File: src/rtl/i2s_sample_feeder_if.sv
// rtl/i2s_sample_feeder_if.sv - producer stream and i2s word/request bundle for the sample feeder
//   s_data/s_valid/s_ready : producer word handshake ({left[31:16], right[15:0]})
//   i2s_req/i2s_sound      : per-frame request pulse from the i2s block and the word it consumes
//   master modport drives producer/i2s side, slave modport is the feeder
interface i2s_sample_feeder_if;
    logic [31:0] s_data;
    logic        s_valid;
    logic        s_ready;
    logic        i2s_req;
    logic [31:0] i2s_sound;

    modport master (output s_data, output s_valid, output i2s_req,
                    input  s_ready, input  i2s_sound);
    modport slave  (input  s_data, input  s_valid, input  i2s_req,
                    output s_ready, output i2s_sound);
endinterface

File: src/rtl/i2s_sample_feeder.sv
// rtl/i2s_sample_feeder.sv - FIFO-buffered scheduler releasing one stereo word per i2s request
//   clkin, rst_n            : clock, asynchronous active-low reset
//   enable                  : low flushes the FIFO and idles the feeder
//   mute                    : emitted words forced to 0, FIFO still drains
//   clr_stats               : clears underrun_cnt (wins over a same-cycle increment)
//   bus (slave)             : producer handshake plus i2s_req/i2s_sound
//   fill, running, underrun, underrun_cnt : occupancy and status
module i2s_sample_feeder #(
    parameter int ADDR_W        = 3,
    parameter int PRIME_LEVEL   = 4,
    parameter int HOLD_ON_UNDER = 0
) (
    input  logic                clkin,
    input  logic                rst_n,
    input  logic                enable,
    input  logic                mute,
    input  logic                clr_stats,
    i2s_sample_feeder_if.slave  bus,
    output logic [ADDR_W:0]     fill,
    output logic                running,
    output logic                underrun,
    output logic [15:0]         underrun_cnt
);
    localparam int DEPTH  = 1 << ADDR_W;
    localparam int FILL_W = ADDR_W + 1;

    typedef enum logic [1:0] {ST_IDLE, ST_PRIME, ST_RUN} state_t;

    state_t              state_q, state_d;
    logic [ADDR_W-1:0]   wr_ptr_q, wr_ptr_d;
    logic [ADDR_W-1:0]   rd_ptr_q, rd_ptr_d;
    logic [FILL_W-1:0]   fill_q, fill_d;
    logic [31:0]         sound_q, sound_d;
    logic [31:0]         last_q, last_d;
    logic                under_q, under_d;
    logic [15:0]         cnt_q, cnt_d;
    logic [31:0]         mem_q [DEPTH];

    logic full;
    logic s_ready;
    logic push;
    logic pop;

    // s_ready depends only on registered state so the producer never sees a combinational loop
    assign full    = (fill_q == FILL_W'(DEPTH));
    assign s_ready = (state_q != ST_IDLE) && !full;
    assign push    = bus.s_valid && s_ready;

    always_comb begin
        state_d  = state_q;
        wr_ptr_d = wr_ptr_q;
        rd_ptr_d = rd_ptr_q;
        fill_d   = fill_q;
        sound_d  = sound_q;
        last_d   = last_q;
        under_d  = 1'b0;
        cnt_d    = cnt_q;
        pop      = 1'b0;

        if (!enable) begin
            state_d  = ST_IDLE;
            wr_ptr_d = '0;
            rd_ptr_d = '0;
            fill_d   = '0;
            sound_d  = '0;
        end else begin
            unique case (state_q)
                ST_IDLE:  state_d = ST_PRIME;
                ST_PRIME: if (bus.i2s_req) sound_d = '0;
                ST_RUN: begin
                    if (bus.i2s_req) begin
                        if (fill_q != '0) begin
                            pop     = 1'b1;
                            sound_d = mute ? '0 : mem_q[rd_ptr_q];
                            last_d  = mem_q[rd_ptr_q];
                        end else begin
                            // Starved: fall back to PRIME so the FIFO refills before resuming
                            under_d = 1'b1;
                            cnt_d   = (cnt_q != 16'hFFFF) ? cnt_q + 16'd1 : cnt_q;
                            sound_d = (mute || HOLD_ON_UNDER == 0) ? '0 : last_q;
                            state_d = ST_PRIME;
                        end
                    end
                end
                default: state_d = ST_IDLE;
            endcase

            // At empty the popped slot is not the pushed one: pop is suppressed, so no bypass
            if (push) wr_ptr_d = wr_ptr_q + ADDR_W'(1);
            if (pop)  rd_ptr_d = rd_ptr_q + ADDR_W'(1);
            fill_d = fill_q + {{ADDR_W{1'b0}}, push} - {{ADDR_W{1'b0}}, pop};

            if (state_q == ST_PRIME && fill_d >= FILL_W'(PRIME_LEVEL)) state_d = ST_RUN;
        end

        if (clr_stats) cnt_d = '0;
    end

    always_ff @(posedge clkin or negedge rst_n) begin
        if (!rst_n) begin
            state_q  <= ST_IDLE;
            wr_ptr_q <= '0;
            rd_ptr_q <= '0;
            fill_q   <= '0;
            sound_q  <= '0;
            last_q   <= '0;
            under_q  <= 1'b0;
            cnt_q    <= '0;
        end else begin
            state_q  <= state_d;
            wr_ptr_q <= wr_ptr_d;
            rd_ptr_q <= rd_ptr_d;
            fill_q   <= fill_d;
            sound_q  <= sound_d;
            last_q   <= last_d;
            under_q  <= under_d;
            cnt_q    <= cnt_d;
        end
    end

    // Storage needs no reset: occupancy alone decides which entries are meaningful
    always_ff @(posedge clkin) begin
        if (push && enable) mem_q[wr_ptr_q] <= bus.s_data;
    end

    assign bus.s_ready   = s_ready;
    assign bus.i2s_sound = sound_q;
    assign fill          = fill_q;
    assign running       = (state_q == ST_RUN);
    assign underrun      = under_q;
    assign underrun_cnt  = cnt_q;
endmodule

File: src/flat_wrapper.sv
// flat-port wrapper written by rule: the top's interface ports become plain ports
module i2s_sample_feeder_flat 
#(
    parameter int ADDR_W        = 3,
    parameter int PRIME_LEVEL   = 4,
    parameter int HOLD_ON_UNDER = 0
)
  (clkin, rst_n, enable, mute, clr_stats, fill, running, underrun, underrun_cnt, bus_s_data, bus_s_valid, bus_i2s_req, bus_s_ready, bus_i2s_sound);
  i2s_sample_feeder_if bus_i ();
  input  logic clkin;
  input  logic rst_n;
  input  logic enable;
  input  logic mute;
  input  logic clr_stats;
  output logic [ADDR_W:0] fill;
  output logic running;
  output logic underrun;
  output logic [15:0] underrun_cnt;
  input wire logic [$bits(bus_i.s_data)-1:0] bus_s_data;
  input wire logic [$bits(bus_i.s_valid)-1:0] bus_s_valid;
  input wire logic [$bits(bus_i.i2s_req)-1:0] bus_i2s_req;
  output wire logic [$bits(bus_i.s_ready)-1:0] bus_s_ready;
  output wire logic [$bits(bus_i.i2s_sound)-1:0] bus_i2s_sound;
  assign bus_i.s_data = bus_s_data;
  assign bus_i.s_valid = bus_s_valid;
  assign bus_i.i2s_req = bus_i2s_req;
  assign bus_s_ready = bus_i.s_ready;
  assign bus_i2s_sound = bus_i.i2s_sound;
  i2s_sample_feeder #(.ADDR_W(ADDR_W), .PRIME_LEVEL(PRIME_LEVEL), .HOLD_ON_UNDER(HOLD_ON_UNDER)) u_core (.clkin(clkin), .rst_n(rst_n), .enable(enable), .mute(mute), .clr_stats(clr_stats), .bus(bus_i), .fill(fill), .running(running), .underrun(underrun), .underrun_cnt(underrun_cnt));
endmodule
File: config.mk
export PLATFORM = sky130hd
export DESIGN_NAME = i2s_sample_feeder_flat
export DESIGN_NICKNAME = d
export VERILOG_FILES = /design/src/rtl/i2s_sample_feeder_if.sv /design/src/rtl/i2s_sample_feeder.sv /design/src/flat_wrapper.sv
export SDC_FILE = /design/constraint.sdc
export NUM_CORES = 1
export LEC_CHECK = 0
export ABC_CLOCK_PERIOD_IN_PS = 7100
export BUFFER_PORTS_ARGS = -buffer_cell sky130_fd_sc_hd__buf_2
export CORE_MARGIN = 2
export CORE_UTILIZATION = 40
export CTS_BUF_LIST = sky130_fd_sc_hd__clkbuf_16
export DETAILED_ROUTE_END_ITERATION = 8
export GPL_TIMING_DRIVEN = 0
export SYNTH_ARGS = -nofsm -noshare
export SYNTH_HDL_FRONTEND = slang
export SYNTH_SLANG_ARGS = --single-unit
File: constraint.sdc
create_clock -name clkin -period 7.1 [get_ports clkin]
set_input_delay 0.71 -clock clkin [delete_from_list [all_inputs] [get_ports clkin]]
set_output_delay 0.71 -clock clkin [all_outputs]
set_load 0.01 [all_outputs]
==> results.cfg, run 1 <==
[grt]
grt_overflow = 0
grt_usage_pct = 17.0
grt_pass1_vias = 6995
antenna_found_initial = 2
grt_pass1_wl_um = 42100
grt_max_degree = 62

[timing]
setup_viol = 0
max_freq_mhz = 297
worst_slack_ps = 3730
timing.final.crit_share_pct = 47.4
worst_slew_pin_slew_ps = 944
post-route-min-period_ps = 3370
grt_setup_unrepaired = false
fin_skew_ps = 12.0
slew_viol_final = 0
final_hold_viol_count = 0
slew-limit-headroom_pct = 37.0
fin_tns_setup_ps = 0

[clock_tree]
numCtsBuffers = 34
ctsHtreeMaxLevel = 2
postCtsSetupBuffers = 0
clock-root-buffer = clkbuf_16
ctsResizeCount = 0
postCtsHoldBufs = 0
cts_tree = yes
clk_pin_slew_worst_paths_ps = 60
cts_num_sinks = 317
clk_path_buf_depth = 3
clk_latency_ps = 500

[place]
portBuffers = 92
pre_cts_ws_ps = 3750
gp_congestion = 0.826
hpwl_um = 17500
place_area_mm2 = 0.0137

[final_layout]
layout_common_cells = edfxtp_1, buf_2, mux4_2, dfrtp_1, clkbuf_16
drive_gt1_share_pct = 30.7
final_common_cell = edfxtp_1
area_delta_synth_final_pct = 19.1
final_nets = 832
design_area_mm2 = 0.0149

[worst_setup_path]
cp_top_family = adder cells
worstSetupEndpointType = flop
critPathKind = reg -> reg
crit_buf_inv = 4
critPathLaunchType = flop
cpMaxStageDelayCell = or3b_2
cp_common_cell = inv_1
path_cells = inv_1 -> ha_1 -> or3b_2 -> nand3_1 -> inv_1 -> ha_1 -> inv_1 -> ha_1 -> inv_1 -> fa_1 -> xor2_1 -> a22oi_1 -> o22ai_1 -> a22o_1
crit_arrival_ps = 3740
required_ps = 7480
slowest_delay_ps = 500
path_max_fanout = 3

[synth]
synthTopCellsByArea = edfxtp_1, dfrtp_1, mux4_2
netlist_area_mm2 = 0.0125
syn_avg_cell_area_um2 = 19.5
synth_edf_count = 256
yosys.area.top_type_share_pct = 61.6
syn_nets = 688
syn_inst = 639
synthDistinctLibCells = 49
synth_warnings = 0
synth_top_cell_by_area = edfxtp_1
synth_flop_cell = edfxtp_1
ys_ff_latch = 317
yosysSeqAreaShare_pct = 73.9
async_flop_share_pct = 19.2

[route]
dr_total_vias = 6599
wl_per_cell_um = 22.8
dr.pass1.iters = 4
drc = 0
initialDrtViolationCount = 409
postRouteAntennaNets = 0
totalWireLength_um = 27500
drt-vias-per-instance = 5.48

[power]
power_mw = 4.33
leakagePower_nw = 5.17
power_density_mw_per_mm2 = 291
ir_drop_mv = 0.169

[floorplan]
io_pins = 94
die_area_mm2 = 0.0326
die-height_um = 181
die_x_um = 181
coreArea_mm2 = 0.0307
floorplan.initialDensity_pct = 40.7
row_count = 64

[worst_hold_path]
hp-class = in -> async

[status]
status = finished, final reports clean

[run]
maxCapViolations = 0
==> flip-flops by register name, summed over array words and instances (netlist names) <==
| name | count |
|---|---|
| u_core.wr_ptr_q | 3 |
| u_core.state_q | 2 |
| u_core.rd_ptr_q | 3 |
| u_core.underrun | 1 |
| u_core.fill | 4 |
| u_core.underrun_cnt | 16 |
| u_core.mem_q | 256 |
| u_core.bus.i2s_sound | 32 |
==> worst paths after layout <==
path	cells past startpoint	slack (ps)	endpoint	startpoint
setup / recovery	14	3730	u_core.state_q[0]	u_core.fill[2]
hold / removal	1	340	u_core.underrun_cnt[10]	rst_n
setup reg to reg	14	3730	u_core.state_q[0]	u_core.fill[2]
hold reg to reg	1	490	u_core.bus.i2s_sound[30]	u_core.bus.i2s_sound[30]
max in group asynchronous	1	6130	u_core.bus.i2s_sound[1]	rst_n
min in group clkin	1	470	u_core.mem_q[0][26]	bus_s_data[26]
==> final cells by class <==
cell class | instances | area [um^2]
fill | 2511 | 15800
sequential | 317 | 9210
multi-input combinational | 279 | 3130
clock buffer | 35 | 876
timing repair buffer | 108 | 711
tap | 396 | 495
clock inverter | 26 | 243
buffer | 30 | 130
inverter | 13 | 48.8
antenna | 1 | 2.50
==> logic make-up (layout without fill, tap and decap cells) <==
group,Yosys count,count (layout),share of synthesized area [%]
XOR/XNOR,5,5,0.351
AO/OA/AOI/OAI,70,70,4.14
adder cells (fa/ha/maj),10,10,1.06
other,0,1,0
multiplexers,101,101,14.6
flip-flops,317,317,73.9
AND/OR/NAND/NOR,93,93,4.56
buffers and inverters,43,212,1.43
==> layer usage <==
layer / vias to the layer above / global-route usage (%) / part of all wire [%]
met5: - / 0 / 0.10
met4: 4 / 4.13 / 2.0
met3: 54 / 3.82 / 5.4
met2: 194 / 29.0 / 51
met1: 3442 / 22.2 / 42
li1: 2905 / - / -
==> through the flow <==
| step | hold WS [ps] | util, % | cells |
|---|---|---|---|
| 6_report | 335 | 48.4 | 1205 |
| 5_1_grt | 417 | 48.4 | 1204 |
| 4_1_cts | 382 | 48.4 | 1204 |
| 3_5_place_dp | 473 | 44.8 | 1143 |
| 3_3_place_gp | 472 | 43.8 | 1127 |
| 2_1_floorplan | 414 | - | 639 |
==> synth_stat cells (all sizes together), types with 2 or more instances <==
master,number
and4,2
a21oi,17
o21ai,4
inv,13
nor2b,7
o22ai,2
o31ai,7
xnor2,2
nand2,8
or4,6
nand3b,4
edfxtp,256
and3,4
nand3,8
mux2,3
nand4,8
dfrtp,61
and2,2
nand2b,4
buf,18
ha,9
mux4,64
o2bb2ai,32
nor4b,3
xor2,3
or3,3
nor3,6
mux2i,34
a31oi,2
nor4,2
nor2,22
clkbuf,12
==> worst reg2reg max path: cells and delay by family, from the launching register on <==
kind | cells | cell delay [ps]
compound gates | 3 | 590
xor+xnor | 1 | 190
fa+ha+maj | 4 | 1080
buf+inv | 4 | 320
flops | 1 | 380
simple gates | 2 | 700
==> where the power goes <==
| group | total, mW | internal [mW] | leakage (nW) | switching (mW) |
|---|---|---|---|---|
| sequential | 2.12 | 2.08 | 3.15 | 0.0347 |
| combinational | 0.444 | 0.184 | 1.45 | 0.260 |
| clock | 1.77 | 1.07 | 0.565 | 0.692 |
| total | 4.33 | 3.34 | 5.17 | 0.987 |
(Power assumes the default switching activity.)
==> run 2: changes to the inputs <==
Settings changed: ABC_CLOCK_PERIOD_IN_PS 7100 to 3540.
Clock period 7.1 ns to 3.54 ns, I/O delays scaled along.
==> run 2 against run 1 <==
  * Global-route usage is essentially flat
  * Combinational power grew 100%
  * Via count shrank 0.64%
  * Critical path type unchanged
  * Register-to-register slack lost 3500 ps
  * Sequential power grew 100%
  * Hold slack lost 220 ps
  * Total power grew 97%
  * Critical path depth is the same
  * Final cell count shrank 0.41%
  * Non-clock buffer count shrank 4
  * Sequential share of layout area is essentially flat
==> results.cfg, run 2 (synthesized netlist as in run 1, its figures left out) <==
[grt]
grt_pass1_wl_um = 42100
grt_max_degree = 41
antenna_found_initial = 4
grt_overflow = 0
grt_pass1_vias = 7055
grt_usage_pct = 17.0

[route]
initialDrtViolationCount = 427
wl_per_cell_um = 22.7
dr.pass1.iters = 4
drt-vias-per-instance = 5.46
postRouteAntennaNets = 0
dr_total_vias = 6557
drc = 0
totalWireLength_um = 27300

[worst_setup_path]
critPathKind = reg -> reg
cp-startpoint = u_core.fill[2]
crit_arrival_ps = 3660
r2r-start = u_core.fill[2]
required_ps = 3930
critPathLaunchType = flop
path_max_fanout = 3
worstSetupEndpointType = flop

[clock_tree]
clock-root-buffer = clkbuf_16
clk_pin_slew_worst_paths_ps = 60
ctsHtreeMaxLevel = 2
clk_latency_ps = 500
cts_num_sinks = 317
cts_tree = yes
clk_path_buf_depth = 3
numCtsBuffers = 34

[floorplan]
io_pins = 94
coreArea_mm2 = 0.0307
floorplan.initialDensity_pct = 40.7
die-height_um = 181
die_area_mm2 = 0.0326
die_x_um = 181
row_count = 64

[power]
swShare_pct = 23.1
power_density_mw_per_mm2 = 575
power_mw = 8.54
p_clk_share_pct = 39.8
internal_power_mw = 6.56
pwr-share-comb_pct = 10.5
switchingPower_mw = 1.98
leakagePower_nw = 5.16
power_frac_seq_pct = 49.7
ir_drop_mv = 0.407

[timing]
post-route-min-period_ps = 3270
fin_tns_setup_ps = 0
worst_slack_ps = 268
max_freq_mhz = 306
grt_setup_unrepaired = false
whs_ps = 115
slew_viol_final = 0
setup_viol = 0
slew-limit-headroom_pct = 34.5
timing.final.crit_share_pct = 92.4
fin_skew_ps = 12.6
worst_slew_pin_slew_ps = 982
final_hold_viol_count = 0

[final_layout]
final_common_cell = edfxtp_1
area_delta_synth_final_pct = 19.2
layout_common_cells = edfxtp_1, buf_2, mux4_2, dfrtp_1, clkbuf_16
n_antenna_cell = 0
largest_reg_flops = 256
final_nets = 828
multiInputGateArea_mm2 = 0.00315
largest-register = u_core.mem_q
drive_gt1_share_pct = 30.6
register_area_mm2 = 0.00921
n_fill_cell = 2532
post-route-util_pct = 48.4
design_area_mm2 = 0.0149
finalNonFillerCells = 1200

[place]
portBuffers = 92
gp_congestion = 0.891
hpwl_um = 16800
place_area_mm2 = 0.0138
pre_cts_ws_ps = 222
placedCellCount = 1138

[worst_hold_path]
min_from = bus_s_data[28]
hp-class = in -> reg

[run]
maxCapViolations = 0

[status]
status = finished, final reports clean
run 2: changes by cell type in the layout (fill, tap and decap cells not counted), sizes merged:
| cell | change |
|---|---|
| clkinv | -2 |
| dlygate4sd3 | +1 |
| bufinv | -2 |
| inv | +4 |
| buf | -5 |
| diode | -1 |
run 2: layout make-up:
| class | instances | area share, % |
|---|---|---|
| repair buffers | 104 | 5.02 |
| plain buffers | 30 | 0.876 |
| well taps | 396 | 3.33 |
| clock buffers | 35 | 5.89 |
| flip-flops and latches | 317 | 62.0 |
| multi-input cells | 279 | 21.2 |
| inverters | 13 | 0.328 |
| clock inverters | 26 | 1.34 |
run 2: path summary, 6_finish.rpt:
kind | end | slack [ps] | depth (start not counted)
max in group asynchronous | u_core.bus.i2s_sound[29] | 2670 | 3
max reg2reg | u_core.state_q[0] | 270 | 14
min | u_core.mem_q[6][28] | 110 | 1
max | u_core.state_q[0] | 270 | 14
min reg2reg | u_core.bus.i2s_sound[15] | 480 | 1
min in group asynchronous | u_core.underrun_cnt[13] | 300 | 2
run 2: timing repair:
item,in CTS,in global routing
setup endpoints to repair,0,1
setup buffers,0,0
endpoints found under the hold margin,21,0
hold buffers,1,0
gates resized for setup,0,1
run 2: worst max-delay path, cell delays in order, from the launching register on:
cell and delay, ps:
dfrtp_1 410, inv_1 130, ha_1 210, or3b_2 510, nand3_2 140, inv_1 60
ha_1 260, inv_1 60, ha_1 180, inv_1 60, fa_1 420, xor2_1 180
a22oi_1 200, o22ai_1 140, a22o_1 220
run 2: per-layer routing:
metal / vias to the layer above / global-route usage, % / part of all wire [%]
met2: 200 / 28.9 / 49
li1: 2892 / - / -
met1: 3405 / 22.5 / 43
met5: - / 0 / 0.16
met3: 52 / 3.72 / 6.3
met4: 8 / 4.00 / 1.9
run 2: power groups by stage:
stage	clock (mW)	sequential [mW]	combinational (mW)
after detailed placement	0	4.32	0.898
final	3.40	4.25	0.894
after CTS	3.47	4.25	0.903
after global routing	3.62	4.26	0.985
after global placement	0	4.32	0.803
after floorplan	0	4.32	0.541
==> run 3: changes to the inputs <==
Settings changed: CAP_MARGIN set to 20, RECOVER_POWER set to 50.
==> run 3 against run 2 <==
  * Core utilization down 0.50 points
  * Largest power group unchanged
  * Register-to-register slack barely moved
  * Critical endpoint unchanged
  * Design area shrank 1.0%
  * Clock power is 5% lower
  * Fmax shrank 0.29%
  * Highest routed layer unchanged
  * Final cell count about the same
==> results.cfg, run 3 (synthesized netlist as in run 1, its figures left out) <==
[grt]
grt_overflow = 0
antenna_found_initial = 3
grt_max_degree = 41
grt_pass1_wl_um = 42300
grt_pass1_vias = 7043
grt_usage_pct = 17.1

[status]
status = finished, final reports clean

[final_layout]
n_antenna_cell = 0
largest-register = u_core.mem_q
finalNonFillerCells = 1201
design_area_mm2 = 0.0147
final_common_cell = edfxtp_1
final_nets = 828
largest_reg_flops = 256
area_delta_synth_final_pct = 17.9
layout_common_cells = edfxtp_1, clkbuf_1, mux4_2, dfrtp_1, buf_2
post-route-util_pct = 47.9
drive_gt1_share_pct = 23.0

[worst_setup_path]
required_ps = 3940
critPathKind = reg -> reg
worstSetupEndpointType = flop
crit_arrival_ps = 3680
critPathLaunchType = flop
path_max_fanout = 3

[timing]
post-route-min-period_ps = 3280
max_freq_mhz = 305
final_hold_viol_count = 0
fin_tns_setup_ps = 0
slew-limit-headroom_pct = 14.8
grt_setup_unrepaired = false
setup_viol = 0
fin_skew_ps = 20.6
worst_slew_pin_slew_ps = 1280
timing.final.crit_share_pct = 92.7
slew_viol_final = 0

[clock_tree]
numCtsBuffers = 34
postCtsSetupBuffers = 0
clk_path_buf_depth = 3
clock-root-buffer = clkbuf_16
clk_pin_slew_worst_paths_ps = 60
cts_tree = yes
clk_latency_ps = 520
cts_num_sinks = 317
ctsHtreeMaxLevel = 2

[route]
drc = 0
initialDrtViolationCount = 360
postRouteAntennaNets = 0
dr.pass1.iters = 6
drt-vias-per-instance = 5.46
dr_total_vias = 6555
totalWireLength_um = 27400
wl_per_cell_um = 22.8

[floorplan]
die_x_um = 181
floorplan.initialDensity_pct = 40.7
die-height_um = 181
die_area_mm2 = 0.0326
row_count = 64
io_pins = 94
coreArea_mm2 = 0.0307

[place]
place_area_mm2 = 0.0138
portBuffers = 92
hpwl_um = 16800
placedCellCount = 1138
gp_congestion = 0.891

[power]
leakagePower_nw = 4.92
ir_drop_mv = 0.422
power_density_mw_per_mm2 = 570

[run]
maxCapViolations = 0

[worst_hold_path]
hp-class = in -> reg
[run 3: repair_timing]
item	CTS	global route
resized for setup	0	1
endpoints found under the hold margin	21	0
setup endpoints to repair	0	1
hold buffers	1	0
[run 3: cell type report]
class / count / area, um^2
multi-input cells: 279 / 3150
clock inverters: 28 / 170
clock buffers: 34 / 851
fillers: 2599 / 16000
repair buffers: 104 / 646
plain buffers: 30 / 130
inverters: 13 / 48.8
well taps: 396 / 495
flip-flops and latches: 317 / 9210
[run 3: worst max-delay path, cell delays in order, from the launching register on]
cell and delay [ps]:
dfrtp_1 400, inv_1 120, ha_1 210, or3b_2 510
nand3_2 140, inv_1 60, ha_1 260, inv_1 60
ha_1 190, inv_1 60, fa_1 420, xor2_1 180
a22oi_1 200, o22ai_1 150, a22o_1 220
[run 3: per-layer routing]
metal | wire [um] | up-vias | track usage [%]
met5 | 42 | - | 0
met4 | 588 | 6 | 4.45
met3 | 1870 | 57 | 3.74
met2 | 13300 | 229 | 28.9
met1 | 11600 | 3372 | 22.5
li1 | - | 2891 | -
[run 3: final timing paths]
path	start	endpoint	slack, ps	cells after the start
max	u_core.fill[2]	u_core.state_q[0]	260	14
min in group asynchronous	rst_n	u_core.underrun_cnt[12]	630	2
min	bus_s_data[3]	u_core.mem_q[2][3]	180	1
min reg2reg	u_core.bus.i2s_sound[15]	u_core.bus.i2s_sound[15]	480	1
max in group asynchronous	rst_n	u_core.bus.i2s_sound[26]	1030	3
max reg2reg	u_core.fill[2]	u_core.state_q[0]	260	14
[run 3: stage by stage]
| stage | setup slack [ps] | power (mW) | hold WS, ps |
|---|---|---|---|
| 2_1_floorplan | 426 | 4.86 | 58.4 |
| 3_3_place_gp | -1320 | 5.12 | 467 |
| 3_5_place_dp | 233 | 5.22 | 278 |
| 4_1_cts | 218 | 8.47 | 80.8 |
| 5_1_grt | 70.1 | 8.70 | 181 |
| 6_report | 258 | 8.38 | 180 |
[run 3: power by group]
group	leakage, nW	internal [mW]	total (mW)	switching [mW]
combinational	1.22	0.366	0.883	0.517
sequential	3.15	4.17	4.25	0.0733
clock	0.538	1.83	3.24	1.41
total	4.92	6.37	8.38	2.00
